===== config.mk =====
export PLATFORM = sky130hd
export DESIGN_NAME = up_down_counter_nbit
export DESIGN_NICKNAME = d
export VERILOG_FILES = /design/src/rtl/up_down_counter_nbit.sv
export SDC_FILE = /design/constraint.sdc
export NUM_CORES = 1
export LEC_CHECK = 0
export CELL_PAD_IN_SITES_DETAIL_PLACEMENT = 0
export CELL_PAD_IN_SITES_GLOBAL_PLACEMENT = 1
export CORE_MARGIN = 5
export CORE_UTILIZATION = 43
export CTS_CLUSTER_SIZE = 24
export DETAILED_ROUTE_END_ITERATION = 16
export DONT_BUFFER_PORTS = 1
export HOLD_SLACK_MARGIN = 0.02
export PLACE_DENSITY_LB_ADDON = 0.1
export SYNTH_ARGS = -nofsm -noshare
export SYNTH_HDL_FRONTEND = slang
export SYNTH_SLANG_ARGS = --single-unit

===== constraint.sdc =====
create_clock -name clk -period 2.25 [get_ports clk]
set_input_delay 0.3375 -clock clk [delete_from_list [all_inputs] [get_ports clk]]
set_output_delay 0.3375 -clock clk [all_outputs]
set_load 0.005 [all_outputs]

===== src/rtl/up_down_counter_nbit.sv =====
// Parametrised synchronous up/down modulo counter with load, terminal count and wrap pulse.
// Define UP_DOWN_COUNTER_SAT_EN for saturating mode (holds at the ends, wrap tied 0).
module up_down_counter_nbit #(
  parameter int WIDTH     = 8,
  parameter int MODULUS   = 256,
  parameter int RESET_VAL = 0
) (
  input  logic             clk,
  input  logic             reset,
  input  logic             en,
  input  logic             up_dn,
  input  logic             load,
  input  logic [WIDTH-1:0] load_val,
  output logic [WIDTH-1:0] Q,
  output logic             tc,
  output logic             wrap
);

  localparam logic [WIDTH-1:0] QMAX  = WIDTH'(MODULUS - 1);
  localparam logic [WIDTH-1:0] QRST  = WIDTH'(RESET_VAL);
  // One extra bit so MODULUS == 2**WIDTH is representable and no load value clamps.
  localparam logic [WIDTH:0]   LIMIT = (WIDTH + 1)'(MODULUS);

  logic             at_max;
  logic             at_min;
  logic [WIDTH-1:0] q_nxt;
  logic             wrap_nxt;

  assign at_max = (Q == QMAX);
  assign at_min = (Q == '0);
  assign tc     = en & ((up_dn & at_max) | (~up_dn & at_min));

  always_comb begin
    q_nxt    = Q;
    wrap_nxt = 1'b0;
    if (load) begin
      q_nxt = ({1'b0, load_val} >= LIMIT) ? QMAX : load_val;
    end else if (en) begin
      if (up_dn) begin
        if (at_max) begin
`ifdef UP_DOWN_COUNTER_SAT_EN
          q_nxt    = QMAX;
`else
          q_nxt    = '0;
          wrap_nxt = 1'b1;
`endif
        end else begin
          q_nxt = Q + WIDTH'(1);
        end
      end else begin
        if (at_min) begin
`ifdef UP_DOWN_COUNTER_SAT_EN
          q_nxt    = '0;
`else
          q_nxt    = QMAX;
          wrap_nxt = 1'b1;
`endif
        end else begin
          q_nxt = Q - WIDTH'(1);
        end
      end
    end
  end

  always_ff @(posedge clk) begin
    if (reset) begin
      Q    <= QRST;
      wrap <= 1'b0;
    end else begin
      Q    <= q_nxt;
      wrap <= wrap_nxt;
    end
  end

endmodule


==> impl_metrics.yaml, run 1 <==
status:
  status: "completed"
timing:
  finalSetupViolCount: 0
  report.final.hold_viol_count: 0
  slew_headroom: 0.6807
  clock.fmax_mhz: 505.7
  timing.final.max_slew_violations: 0
  finalSetupTns_ns: 0
  min_cycle_time_layout_ns: 1.977
  min_period_over_period: 0.8789
  fin_skew_ns: 0.004071
  tightestPinTransition_ns: 0.4784
  rsz0062_at_grt: "false"
yosys:
  syn_area_um2: 873.3
  yosys.area.top_type: "dfxtp_1"
  synth-seq-area-share: 0.2063
  synth.distinct_cells: 42
  synth_flop_cell: "dfxtp_1"
  synthesis.area_per_instance_um2: 7.594
  netlist.area_leader.share: 0.2063
  synth_top_cells_by_count: "a21oi_1, nand2_1, nor2_1"
  ys_async_sr_fraction: 0
  synthesis.yosys.warnings: 0
  synth.area.top_cells: "dfxtp_1, a21oi_1, nand2_1, ha_1, nor2_1"
  synth.net_count: 131
  post_synth_edffs: 0
  synth.ff_latch_count: 9
  syn-instance-count: 115
placement:
  detailed_place.area_um2: 830.8
  detailed_place_hpwl_mm: 1.527
  port_buffers: 0
  place_congestion: 0.8428
global_routing:
  grt_pass1_vias: 762
  grt_max_degree: 20
  globalRoute.totalOverflow: 0
  wire_length_of_the_first_global_routing_pass_mm: 3.615
  gr-usage-all-layers: 0.1639
  antenna_found_initial: 0
drt:
  routed-wl-met2_um: 940
  postRouteAntennaNets: 0
  met3RoutedLength_um: 141
  dr.first_iter.drc_count: 26
  post_drt_via_cell_ratio: 5.691
  drt_drc_violations_left: 0
  totalWireLength_mm: 2.112
  route.top_layer_used: "met4"
  routed_metal_1_wirelength_mm: 1.019
  wl_per_cell_um: 15.53
  drt_pre_antenna_iters: 4
  number_of_vias_in_the_routed_layout: 774
cts:
  cts_tree: "yes"
  clock_sink_count: 9
  holdBufCountCts: 0
  cts_inserted_buffers: 3
  insertion_delay_ns: 0.27
  cts_root_buffer: "clkbuf_4"
  ctsHtreeMaxLevel: 1
  cts.path.max_buffers: 2
  worst_setup_hold_path_clk_slew_ns: 0.07
  post_cts.repair.setup_buffers: 0
  postCtsResizedCells: 0
pwr:
  total_power_of_the_final_layout_uw: 457.0
  power.leakage_uw: 0.0002871
  powerDensity_nw_per_um2: 533.2
  vdd_ir_drop_max_uv: 257.5
critical_path:
  critical-path-slowest-cell: "dfxtp_1"
  cp.arrival_ns: 1.64
  cp_cell_sequence: "nor3_4, nor3b_4, a21oi_1, nor2b_1"
  worst-path-buf-inv: 0
  worst_ep_required_ns: 1.91
  timing.critical_path.fanout_max: 13
  startpoint_type: "flop"
  critical_path_class: "flop to primary output"
  critical_path.endpoint_type: "primary output"
  critical-path-top-delay-family: "simple AND/OR/NAND/NOR gates"
  cpPeakStageDelay_ns: 0.46
hold_path:
  hold_path_class: "primary input to flop"
cells_and_area:
  share_of_final_layout_standard_cells_stronger_than_drive_strength_1: 0.08257
  post_route_design_area_um2: 857.1
  final_net_count: 126
  area_overhead_vs_synth_pct: -1.863
  diode_insertion_count_for_antenna_repair: 0
floorplan:
  core_area_um2: 1942
  fp.dieArea_um2: 3032
  fp.dieW_um: 55.07
  boundaryPins: 23
  starting_density_of_the_core: 0.4497
  core.rowCount: 16
  fp.dieH_um: 55.07
job:
  drv.max_cap_violation_count: 0
-- routing by layer --
metal,vias up,track usage
li1,398,-
met1,352,0.2212
met2,22,0.2520
met3,2,0.05362
met4,0,0.03644
met5,-,0
-- through the flow --
| stage | instances | hold slack [ns] | util | worst slack [ns] |
|---|---|---|---|---|
| floorplan | 115 | 0.4802 | - | 0.6627 |
| global placement | 132 | 0.4055 | 0.4278 | 0.4325 |
| detailed placement | 132 | 0.4061 | 0.4278 | 0.4359 |
| CTS | 136 | 0.1270 | 0.4414 | 0.2721 |
| global route | 136 | 0.1148 | 0.4414 | 0.1321 |
| finish | 136 | 0.1241 | 0.4414 | 0.2725 |
-- worst register-to-register path, delay by kind of cell (launching register included) --
family,cells,cell delay [ns]
and+or+nand+nor,4,0.93
AOI/OAI and AO/OA,1,0.14
DFF,1,0.38
adders and majority gates,1,0.19
buffers and inverters,1,0.16
-- state kept, by name (all words and copies together) (netlist names) --
register,flops
Q,8
wrap,1
-- worst paths after layout --
path,from,to,slack (ns),cells after the start
max,Q[2]$_SDFFE_PP0P_,tc,0.27,4
min,reset,Q[7]$_SDFFE_PP0P_,0.12,1
max reg2reg,Q[0]$_SDFFE_PP0P_,Q[2]$_SDFFE_PP0P_,0.40,7
min reg2reg,Q[7]$_SDFFE_PP0P_,Q[7]$_SDFFE_PP0P_,0.71,3
-- cells in the final DEF, fill, tap and decap left out, types with 3 or more instances in the layout --
cell type / Yosys / routed
a21oi_1: 11 / 11
nand2_1: 11 / 11
nor2_1: 10 / 10
dfxtp_1: 9 / 9
inv_1: 6 / 6
o21ai_0: 6 / 6
nand4_1: 3 / 3
nor2b_1: 3 / 3
nor3b_1: 3 / 3
o22ai_1: 3 / 3
nor3_1: 3 / 3
ha_1: 3 / 3
clkbuf_4: 3 / 3
-- area by class of cell --
class | instances | area [um2]
fillers | 217 | 1085
multi-input cells | 90 | 594.3
flip-flops and latches | 9 | 180.2
well taps | 27 | 33.78
clock buffers | 4 | 26.28
inverters | 6 | 22.52
-- power by group --
part / total [uW] / switching [uW] / internal [uW]
clock network: 137 / 68.0 / 68.7
registers: 204 / 32.6 / 171
logic: 117 / 54.8 / 61.9
total: 457 / 155 / 302
-- cells by family after synthesis --
kind of cell,count (synthesis),share of synthesized area
simple gates,45,0.3052
compound gates,36,0.2694
buf+inv,16,0.1132
xor+xnor,4,0.04012
mux,2,0.02292
flops,9,0.2063
fa+ha+maj,3,0.04298
No activity file was read; power rests on OpenSTA's default activity.
==> inputs of run 2 (changes only) <==
--- a/config.mk
+++ b/config.mk
@@ -9,7 +9,6 @@
 export CELL_PAD_IN_SITES_GLOBAL_PLACEMENT = 1
 export CORE_MARGIN = 5
 export CORE_UTILIZATION = 43
-export CTS_CLUSTER_SIZE = 24
 export DETAILED_ROUTE_END_ITERATION = 16
 export DONT_BUFFER_PORTS = 1
 export HOLD_SLACK_MARGIN = 0.02
==> results of run 2 <==
The final DEF is identical to that of run 1; final timing and power are the same.
